--- src/rtl/piso_serial_tx.sv ---
// Parallel-in, serial-out frame transmitter: start bit, LSB-first data, stop bit, each CLKS_PER_BIT clocks.
// Define TX_PARITY_EN to insert an even-parity bit between the data bits and the stop bit.
module piso_serial_tx #(
   parameter int WIDTH        = 8,
   parameter int CLKS_PER_BIT = 4
) (
   input  logic             CLK,
   input  logic             CLR,
   input  logic [WIDTH-1:0] DIN,
   input  logic             LOAD,
   output logic             READY,
   output logic             BUSY,
   output logic             SOUT,
   output logic             DONE
);
   // state    | meaning
   // S_IDLE   | line high, ready for a word
   // S_START  | start bit (low)
   // S_DATA   | data bits, LSB first, from shift register bit 0
   // S_PARITY | even parity of the latched word (TX_PARITY_EN only)
   // S_STOP   | stop bit (high); DONE pulses on exit

   localparam int CW = (CLKS_PER_BIT > 1) ? $clog2(CLKS_PER_BIT) : 1;
   localparam int BW = $clog2(WIDTH + 1);

`ifdef TX_PARITY_EN
   typedef enum logic [2:0] {S_IDLE, S_START, S_DATA, S_PARITY, S_STOP} state_t;
`else
   typedef enum logic [1:0] {S_IDLE, S_START, S_DATA, S_STOP} state_t;
`endif

   state_t           state_q, state_d;
   logic [CW-1:0]    cnt_q, cnt_d;
   logic [BW-1:0]    bit_q, bit_d;
   logic [WIDTH-1:0] sr_q, sr_d;
   logic             done_q, done_d;
   logic             bit_end;
`ifdef TX_PARITY_EN
   logic             par_q, par_d;
`endif

   assign bit_end = (cnt_q == CW'(CLKS_PER_BIT - 1));

   always_ff @(posedge CLK or negedge CLR) begin
      if (!CLR) begin
         state_q <= S_IDLE;
         cnt_q   <= '0;
         bit_q   <= '0;
         sr_q    <= '0;
         done_q  <= 1'b0;
`ifdef TX_PARITY_EN
         par_q   <= 1'b0;
`endif
      end else begin
         state_q <= state_d;
         cnt_q   <= cnt_d;
         bit_q   <= bit_d;
         sr_q    <= sr_d;
         done_q  <= done_d;
`ifdef TX_PARITY_EN
         par_q   <= par_d;
`endif
      end
   end

   always_comb begin
      state_d = state_q;
      cnt_d   = cnt_q;
      bit_d   = bit_q;
      sr_d    = sr_q;
      done_d  = 1'b0;
`ifdef TX_PARITY_EN
      par_d   = par_q;
`endif
      // Cycle counter runs continuously inside a frame, wrapping at every bit boundary.
      if (state_q != S_IDLE) begin
         cnt_d = bit_end ? '0 : cnt_q + 1'b1;
      end
      case (state_q)
         S_IDLE: begin
            if (LOAD) begin
               state_d = S_START;
               sr_d    = DIN;
               cnt_d   = '0;
               bit_d   = '0;
`ifdef TX_PARITY_EN
               par_d   = ^DIN;
`endif
            end
         end
         S_START: begin
            if (bit_end) state_d = S_DATA;
         end
         S_DATA: begin
            if (bit_end) begin
               sr_d = sr_q >> 1;
               if (bit_q == BW'(WIDTH - 1)) begin
                  bit_d = '0;
`ifdef TX_PARITY_EN
                  state_d = S_PARITY;
`else
                  state_d = S_STOP;
`endif
               end else begin
                  bit_d = bit_q + 1'b1;
               end
            end
         end
`ifdef TX_PARITY_EN
         S_PARITY: begin
            if (bit_end) state_d = S_STOP;
         end
`endif
         S_STOP: begin
            if (bit_end) begin
               state_d = S_IDLE;
               done_d  = 1'b1;
            end
         end
         default: state_d = S_IDLE;
      endcase
   end

   always_comb begin
      SOUT = 1'b1;
      case (state_q)
         S_START:  SOUT = 1'b0;
         S_DATA:   SOUT = sr_q[0];
`ifdef TX_PARITY_EN
         S_PARITY: SOUT = par_q;
`endif
         default:  SOUT = 1'b1;
      endcase
   end

   assign READY = (state_q == S_IDLE);
   assign BUSY  = ~READY;
   assign DONE  = done_q;

endmodule

--- config.mk ---
export PLATFORM = sky130hd
export DESIGN_NAME = piso_serial_tx
export DESIGN_NICKNAME = d
export VERILOG_FILES = /design/src/rtl/piso_serial_tx.sv
export SDC_FILE = /design/constraint.sdc
export NUM_CORES = 1
export LEC_CHECK = 0
export CORE_ASPECT_RATIO = 1.25
export CORE_UTILIZATION = 55
export CTS_BUF_LIST = sky130_fd_sc_hd__clkbuf_4
export DETAILED_ROUTE_END_ITERATION = 7
export DONT_BUFFER_PORTS = 1
export PLACE_DENSITY = 0.7
export SETUP_SLACK_MARGIN = 0.05
export SLEW_MARGIN = 10
export SYNTH_ARGS = -nofsm -noshare
export SYNTH_HDL_FRONTEND = slang
export SYNTH_SLANG_ARGS = --single-unit
--- constraint.sdc ---
create_clock -name CLK -period 2.3 [get_ports CLK]
set_input_delay 0.69 -clock CLK [delete_from_list [all_inputs] [get_ports CLK]]
set_output_delay 0.69 -clock CLK [all_outputs]
set_load 0.03 [all_outputs]
==> Yosys cells after proc, flatten, opt, wreduce, memory -nomap -nowiden <==
Index checks and enable logic that the tools add are counted.
{ "classes": {"n_addsub": 2, "n_eq_ne": 10, "n_mux": 20, "n_bitwise": 1, "reduce_logical": 5} }
{ "ops": {"columns": ["cell", "n"], "rows": [
  ["2-bit 2-to-1 mux", 9],
  ["8-bit 2-to-1 mux", 2],
  ["8-bit case mux with 2 select lines", 1],
  ["4-bit 2-to-1 mux", 3],
  ["2-bit != test (second input constant)", 5],
  ["2-bit case mux with 4 select lines", 1],
  ["4-bit case mux with 2 select lines", 1],
  ["2-bit equality test (second input constant)", 3],
  ["5-bit AND reduction", 1],
  ["4-bit by 1-bit adder with 4-bit output (second input constant)", 1],
  ["4-bit by 3-bit equality test with 1-bit output (second input constant)", 1],
  ["2-bit nonzero test", 2],
  ["3-bit AND reduction", 1],
  ["2-bit by 1-bit adder with 2-bit output (second input constant)", 1],
  ["2-bit by 1-bit equality test with 1-bit output (second input constant)", 1],
  ["2-bit zero test", 1],
  ["1-bit 2-to-1 mux", 2],
  ["1-bit case mux with 2 select lines", 1],
  ["1-bit inverter", 1]
]} }
{ "word_totals": {"regBits": 17, "input_bits": 11, "output_inout_bits": 4, "elab_cells": 43} }

==> Longest topological paths before layout <==
Gate-level depths: netlist of run 1.
{ "logic_depth": {"word_depth": 5, "ltp_mapped": 6, "mapped_depth_nobuf": 5} }

==> Worst setup path after synthesis of run 1 <==
No wires, ideal clock.
{ "synth_timing": {"path_type": "register -> output", "from": "register state_q[0]", "to": "output port SOUT", "arrival_ns": 1.614, "required_time_ns": 1.610, "slack_ns": -0.004, "path_stages_with_launch": 6, "path_buffers": 2, "cell_sequence": "dfrtp_1 > inv_1 > ha_1 > buf_2 > buf_2 > mux2i_1"} }
{ "synth_between": {"elab_chain_cells": 2, "word_cells_on_any_way": 3, "cone_classes": "2 x eq/ne; 1 x mux"} }
{ "synth_rtl": {"columns": ["element", "line", "source"], "rows": [
  ["start, declared", "32", "state_t state_q, state_d;"],
  ["start signal, assigned", "55", "state_q <= state_d;"],
  ["2-bit equality test / 2-bit by 1-bit equality test with 1-bit output (equally long branches)", "126", "case (state_q)"],
  ["1-bit case mux with 2 select lines (*)", "126", null],
  ["end, declared", "13", "output logic SOUT,"]
]} }
Mark *: on every way between the ends. The rest lies on a longest branch, timed or not.

==> Final worst setup path of run 1 <==
Same ends and word-level chain as after synthesis.

==> flow_summary.ini, run 1 <==
[run_status]
status = finished, final reports clean

[clock_network]
clock_latency_ns = 0.28
cts_tree = built
root_buffer = clkbuf_4
cts.sinks = 17
cts_resized = 2
h-tree-depth = 1
clkTransAtPathRegs_ns = 0.10
post_cts_buffers = 0
cts_buffers = 3
cts_hold_buffers = 0
clock_path_buffers = 2

[timing]
period_needed_ns = 2.11
fmax_mhz = 474
maxSlewHeadroom_pct = 72.9
post-route-period-util_pct = 91.7
maxSlewViolCount = 0
rsz0062_at_grt = false
fin_worst_skew_ns = 0.00152
final.hold.worst_slack_ns = 0.0839
final.setup.tns_ns = 0
worstMarginPinSlew_ns = 0.406
setup_viol = 0
finalHoldViolCount = 0

[synthesis]
synth_commonest_cells = dfrtp_1, o21ai_0, mux2i_1, o21ai_1, ha_1
syn-num-nets = 108
synth_cell_types = 26
synth_top_area_share_pct = 43.7
async_flop_share_pct = 100
avgSynthCellArea_um2 = 10.9
synth-seq-cells = 17
ys_warn_count = 0
synth.yosys.seq_area_share_pct = 43.7
synth_edf_count = 0
yosys-top-cells-area = dfrtp_1, ha_1, mux2i_1, o21ai_0, o21ai_1
yosysTopAreaCell = dfrtp_1
synthesis.area_um2 = 973
synth_cells = 89
synth.most_common_cell = dfrtp_1
ys.flop_type = dfrtp_1

[power]
vdd_drop_max_mv = 0.891
power_density_mw_per_mm2 = 1460
leakagePower_nw = 0.498

[global_route]
grt_pass1_wl_um = 3240
grt_max_degree = 18
grt_overflow = 0
gr-usage-all-layers_pct = 24.4
antenna_found_initial = 0
grt_pass1_vias = 688

[detailed_routing]
ant_nets = 0
postRouteWirelength_um = 1840
drt_pass1_iterations = 2
wl_per_cell_um = 16.5
vias_per_cell = 5.96
route.detailed.drc = 0
drt_iter0_drc = 6
via_count = 662

[job]
cap_violations = 0

[critical_path]
crit_chain = inv_2 > ha_4 > mux2i_2 > buf_4
cp_slowest_cell = dfrtp_1
rrSetupSlack_ns = 0.35
r2r_start = state_q[1]$_DFFE_PN0P_
crit_path_start = state_q[0]$_DFFE_PN0P_
worstPathMaxFanout = 7
criticalPathCategory = reg2out
slowest_delay_ns = 0.43
crit_arrival_ns = 1.42
crit_path_start_kind = flop
critPathRequiredTime_ns = 1.61
end_kind = output pin
cp_num_buf_inv = 2
path_delay_family = flip-flops

[cells_and_area]
finalCoreUtilization_pct = 66.0
area.growth.synth_to_final_pct = 8.61
finalNetCount = 113
drive_gt1_share_pct = 17.2
n_antenna_cell = 0

[min_path]
hold_class = in2async

[floorplan]
ios = 15
die_h_um = 49.0
die_w_um = 39.6
initial_core_util_pct = 60.8
core_mm2 = 0.00160
fp-row-count = 16
die-area_mm2 = 0.00194

[placed_design]
gp_congestion = 0.741
place_hpwl_um = 1360
portBuffers = 0
-- logic make-up after synthesis --
group | after synthesis | share of synthesized area (%)
compound gates | 28 | 18.9
flops | 17 | 43.7
simple gates | 16 | 11.4
mux | 11 | 11.8
buf+inv | 9 | 3.86
fa+ha+maj | 8 | 10.3
-- layout by cell type (no fill, tap or decap), types with 2 or more instances in the layout --
| master | synthesis | layout |
|---|---|---|
| buf_4 | 0 | 5 |
| clkbuf_4 | 0 | 4 |
| dfrtp_1 | 17 | 17 |
| ha_1 | 8 | 7 |
| inv_1 | 4 | 3 |
| mux2i_1 | 10 | 9 |
| nand2_1 | 2 | 2 |
| nand3_1 | 2 | 2 |
| nand3b_1 | 3 | 3 |
| o21ai_0 | 13 | 13 |
| o21ai_1 | 10 | 10 |
-- through the flow --
step | std cells | setup slack (ns) | power [mW] | instance area, um2
2_1_floorplan | 89 | 0.124 | 1.17 | 977
5_1_grt | 111 | 0.108 | 1.68 | 1060
4_1_cts | 111 | 0.110 | 1.56 | 1060
3_5_place_dp | 107 | 0.285 | 1.36 | 1010
3_3_place_gp | 107 | 0.345 | 1.33 | 1010
6_report | 111 | 0.191 | 1.54 | 1060
-- registers in the layout (all words and copies together) (netlist names) --
name,flops
DONE,1
bit_q,4
cnt_q,2
sr_q,8
state_q,2
-- area by class of cell --
| type | instances | area, um2 |
|---|---|---|
| Clock buffer | 4 | 30.0 |
| Timing Repair Buffer | 5 | 37.5 |
| Tap cell | 18 | 22.5 |
| Multi-Input combinational cell | 63 | 527 |
| Fill cell | 147 | 544 |
| Inverter | 4 | 15.0 |
| Sequential cell | 17 | 425 |
-- worst paths after layout --
check,end,cells past startpoint
min in group CLK,cnt_q[0]$_DFF_PN0_,1
worst min-delay path,bit_q[3]$_DFFE_PN0P_,0
worst max-delay path,SOUT,4
worst max register to register,bit_q[3]$_DFFE_PN0P_,5
worst min register to register,sr_q[6]$_DFFE_PN0P_,2
max in group asynchronous,cnt_q[1]$_DFF_PN0_,0
-- layer usage --
| metal | track usage (%) | vias to the layer above | share of wire (%) |
|---|---|---|---|
| li1 | - | 323 | - |
| met1 | 32.2 | 325 | 42 |
| met2 | 38.3 | 12 | 54 |
| met3 | 4.11 | 2 | 3.0 |
| met4 | 10.3 | 0 | 1.1 |
| met5 | 0 | - | 0 |
-- power breakdown --
group / leakage, nW / internal [mW] / switching [mW]
Combinational: 0.262 / 0.397 / 0.466
Clock: 0.0184 / 0.0791 / 0.0926
Sequential: 0.217 / 0.419 / 0.0894
Total: 0.498 / 0.895 / 0.648
No activity file was read; power rests on OpenSTA's default activity.
==> run 2, diff against run 1 <==
--- a/config.mk
+++ b/config.mk
@@ -10,7 +10,7 @@
 export CTS_BUF_LIST = sky130_fd_sc_hd__clkbuf_4
 export DETAILED_ROUTE_END_ITERATION = 7
 export DONT_BUFFER_PORTS = 1
-export PLACE_DENSITY = 0.7
+export PLACE_DENSITY = 0.8
 export SETUP_SLACK_MARGIN = 0.05
 export SLEW_MARGIN = 10
 export SYNTH_ARGS = -nofsm -noshare
==> flow_summary.ini, run 2 (synthesis results as in run 1) <==
[cells_and_area]
area.growth.synth_to_final_pct = 6.55
regMostFlops = sr_q
n_antenna_cell = 0
final_cell_mix = dfrtp_1, o21ai_0, o21ai_1, mux2i_1, ha_1
regArea_um2 = 425
multi_input_area_um2 = 514
drive_gt1_share_pct = 14.1
largest_reg_flops = 8
finalNetCount = 112
largestRegisters = sr_q x8, bit_q x4
finalCoreUtilization_pct = 64.8
final_common_cell = dfrtp_1
num-fill-cells = 125

[floorplan]
fp-row-count = 16
initial_core_util_pct = 60.8
die_h_um = 49.0
die_w_um = 39.6
ios = 15
die-area_mm2 = 0.00194
core_mm2 = 0.00160

[job]
cap_violations = 0

[critical_path]
r2r_start = state_q[0]$_DFFE_PN0P_
end_kind = output pin
crit_path_start_kind = flop
criticalPathCategory = reg2out
critPathRequiredTime_ns = 1.61
worstPathMaxFanout = 4
crit_arrival_ns = 1.43
crit_path_start = state_q[0]$_DFFE_PN0P_

[timing]
period_needed_ns = 2.12
fin_worst_skew_ns = 0.00575
final.hold.worst_slack_ns = 0.0754
finalHoldViolCount = 0
post-route-period-util_pct = 92.4
final.setup.tns_ns = 0
rsz0062_at_grt = false
maxSlewViolCount = 0
setup_viol = 0
worstMarginPinSlew_ns = 0.456
maxSlewHeadroom_pct = 69.6
fmax_mhz = 471

[global_route]
grt_pass1_wl_um = 2930
antenna_found_initial = 0
grt_pass1_vias = 660
grt_max_degree = 18
gr-usage-all-layers_pct = 22.4
grt_overflow = 0

[detailed_routing]
ant_nets = 0
postRouteWirelength_um = 1730
drt_pass1_iterations = 4
via_count = 674
drt_iter0_drc = 10
vias_per_cell = 6.13
route.detailed.drc = 0
wl_per_cell_um = 15.7

[power]
p_clk_share_pct = 11.3
p_comb_share_pct = 55.4
finalPower_mw = 1.51
vdd_drop_max_mv = 0.731
intPower_mw = 0.874
seq_power_share_pct = 33.3
switchingPower_mw = 0.638
power_density_mw_per_mm2 = 1460
leakagePower_nw = 0.494
p_sw_share_pct = 42.2

[run_status]
status = finished, final reports clean

[clock_network]
post_cts_buffers = 0
clkTransAtPathRegs_ns = 0.10
cts_tree = built
root_buffer = clkbuf_4
clock_latency_ns = 0.29
clock_path_buffers = 2
cts_resized = 0
cts_hold_buffers = 0
cts.sinks = 17
h-tree-depth = 1
cts_buffers = 3

[placed_design]
gp_congestion = 0.703
portBuffers = 0
place_hpwl_um = 1240

[min_path]
hold_class = in2async
run 2: cell count changes in the layout (fill, tap and decap cells not counted), sizes merged:
cell	previous run	this run
buf	5	4
run 2: stage by stage:
step                area (um2)  setup slack [ns]  instances
CTS                       1040             0.150        110
detailed placement        1010             0.400        106
global route              1040            0.0742        110
global placement          1010             0.443        106
finish                    1040             0.175        110
floorplan                  977             0.124         89
run 2: area by class of cell:
cell class	count	share of cell area [%]
Sequential cell	17	41.0
Tap cell	18	2.17
Clock buffer	4	2.90
Inverter	4	1.45
Timing Repair Buffer	4	2.90
Multi-Input combinational cell	63	49.6
run 2: power by group through the flow:
stage          logic, mW  clock network, mW  registers (mW)
6_report           0.839              0.171           0.503
5_1_grt            0.918              0.190           0.517
3_3_place_gp       0.802                  0           0.501
3_5_place_dp       0.832                  0           0.509
4_1_cts            0.841              0.178           0.501
2_1_floorplan      0.682                  0           0.485
run 2: worst paths after layout:
| path | slack, ns | cells after the start | to |
|---|---|---|---|
| worst min register to register | 0.53 | 2 | sr_q[6]$_DFFE_PN0P_ |
| max in group asynchronous | 2.15 | 0 | sr_q[1]$_DFFE_PN0P_ |
| worst min-delay path | 0.08 | 0 | DONE$_DFF_PN0_ |
| worst max register to register | 0.40 | 6 | state_q[1]$_DFFE_PN0P_ |
| worst max-delay path | 0.18 | 4 | SOUT |
| min in group CLK | 0.51 | 1 | cnt_q[0]$_DFF_PN0_ |
run 2: critical path, stage by stage (launching register included):
cell,delay (ns)
dfrtp_1,0.41
inv_1,0.13
ha_1,0.21
mux2i_2,0.21
buf_4,0.18
run 2: per-layer routing:
metal  routed length (um)  vias up  part of all wire (%)  track usage, %
met5                    0        -                     0               0
met4                   61        0                   3.5            16.1
met3                   76        5                   4.4            5.48
met2                  827       18                    48            30.6
met1                  765      326                    44            30.0
li1                     -      325                     -               -
==> run 3, diff against run 2 <==
--- a/config.mk
+++ b/config.mk
@@ -5,7 +5,6 @@
 export SDC_FILE = /design/constraint.sdc
 export NUM_CORES = 1
 export LEC_CHECK = 0
-export CORE_ASPECT_RATIO = 1.25
 export CORE_UTILIZATION = 55
 export CTS_BUF_LIST = sky130_fd_sc_hd__clkbuf_4
 export DETAILED_ROUTE_END_ITERATION = 7
==> constraint.sdc (replaced) <==
create_clock -name CLK -period 2.1 [get_ports CLK]
set_input_delay 0.63 -clock CLK [delete_from_list [all_inputs] [get_ports CLK]]
set_output_delay 0.63 -clock CLK [all_outputs]
set_load 0.03 [all_outputs]
==> flow_summary.ini, run 3 (synthesis results as in run 1) <==
[run_status]
status = finished, final reports clean

[global_route]
gr-usage-all-layers_pct = 23.1
grt_overflow = 0
grt_max_degree = 18
grt_pass1_wl_um = 3200
grt_pass1_vias = 727
antenna_found_initial = 0

[critical_path]
r2r_start = state_q[0]$_DFFE_PN0P_
critPathRequiredTime_ns = 1.47
crit_path_start = state_q[0]$_DFFE_PN0P_
end_kind = output pin
crit_path_start_kind = flop
worstPathMaxFanout = 4
criticalPathCategory = reg2out
crit_arrival_ns = 1.39

[detailed_routing]
route.detailed.drc = 0
postRouteWirelength_um = 1930
drt_pass1_iterations = 6
via_count = 693
drt_iter0_drc = 14
ant_nets = 0
vias_per_cell = 6.08
wl_per_cell_um = 16.9

[cells_and_area]
finalNetCount = 118
final_cells = 114
area.growth.synth_to_final_pct = 15.4
regMostFlops = sr_q
drive_gt1_share_pct = 24.5
final_cell_mix = dfrtp_1, o21ai_0, o21ai_1, mux2i_1, buf_4
multi_input_area_um2 = 551
largestRegisters = sr_q x8, bit_q x4
largest_reg_flops = 8
final_common_cell = dfrtp_1
num-fill-cells = 109
regArea_um2 = 425
n_antenna_cell = 0

[timing]
worstMarginPinSlew_ns = 0.346
setup_viol = 0
maxSlewViolCount = 0
finalHoldViolCount = 0
rsz0062_at_grt = true
final.setup.tns_ns = 0
fmax_mhz = 495
fin_worst_skew_ns = 0.000840
period_needed_ns = 2.02
post-route-period-util_pct = 96.1
maxSlewHeadroom_pct = 76.9

[floorplan]
fp-row-count = 14
core_mm2 = 0.00158
ios = 15
die_w_um = 44.1
initial_core_util_pct = 61.7
die_h_um = 44.1
die-area_mm2 = 0.00194

[clock_network]
cts_hold_buffers = 0
clkTransAtPathRegs_ns = 0.10
cts.sinks = 17
cts_tree = built
cts_buffers = 3
clock_latency_ns = 0.29
clock_path_buffers = 2
h-tree-depth = 1
root_buffer = clkbuf_4

[placed_design]
place_hpwl_um = 1280
placed_cells = 105
portBuffers = 0
gp_congestion = 0.717

[power]
leakagePower_nw = 0.520
vdd_drop_max_mv = 1.29
power_density_mw_per_mm2 = 1660

[job]
cap_violations = 0

[min_path]
hold_class = in2async
[run 3: worst paths after layout]
kind | end | slack [ns] | cells past startpoint
max in group asynchronous | cnt_q[1]$_DFF_PN0_ | 2.02 | 0
max | SOUT | 0.08 | 3
min | bit_q[2]$_DFFE_PN0P_ | 0.02 | 0
min in group CLK | cnt_q[0]$_DFF_PN0_ | 0.46 | 1
min reg2reg | sr_q[6]$_DFFE_PN0P_ | 0.53 | 2
max reg2reg | sr_q[4]$_DFFE_PN0P_ | 0.17 | 7
[run 3: what timing repair did]
item / 4_1_cts / 5_1_grt
pin swaps: 0 / 1
endpoints found under the setup margin: 2 / 2
gates resized for setup: 5 / 3
setup buffers: 3 / 2
endpoints found under the hold margin: 0 / 0
[run 3: metrics by stage]
stage / area, um2 / hold slack [ns] / setup WS, ns / total power [mW] / utilization [%]
2_1_floorplan: 986 / 0.334 / 0.0569 / 1.30 / -
6_report: 1120 / 0.0172 / 0.0811 / 1.87 / 71.3
5_1_grt: 1120 / 0.00525 / 0.0311 / 2.00 / 71.3
3_3_place_gp: 1020 / 0.335 / 0.315 / 1.47 / 64.8
3_5_place_dp: 1020 / 0.335 / 0.274 / 1.50 / 64.8
4_1_cts: 1090 / 0.00590 / 0.0583 / 1.77 / 68.9
[run 3: layout make-up]
type,count,share of cell area (%)
multi-input combinational,63,49.0
sequential,17,37.9
timing repair buffer,10,7.02
clock buffer,4,2.67
tap,16,1.78
inverter,4,1.67
[run 3: layer usage]
layer	vias to the layer above	global-route usage [%]	share of wire, %
met3	7	4.49	5.2
met5	-	0	0
met4	0	9.09	2.5
met2	20	37.9	47
li1	337	-	-
met1	329	30.1	45
[run 3: worst max-delay path: stages (launching register included)]
cell and delay (ns):
dfrtp_1 0.43, inv_2 0.14, ha_4 0.17, mux2i_4 0.35
[run 3: power by group]
part           internal [mW]  leakage, nW  switching [mW]  total, mW
combinational          0.535        0.284           0.591       1.13
clock                 0.0869       0.0184           0.105      0.192
sequential             0.459        0.217          0.0912      0.550
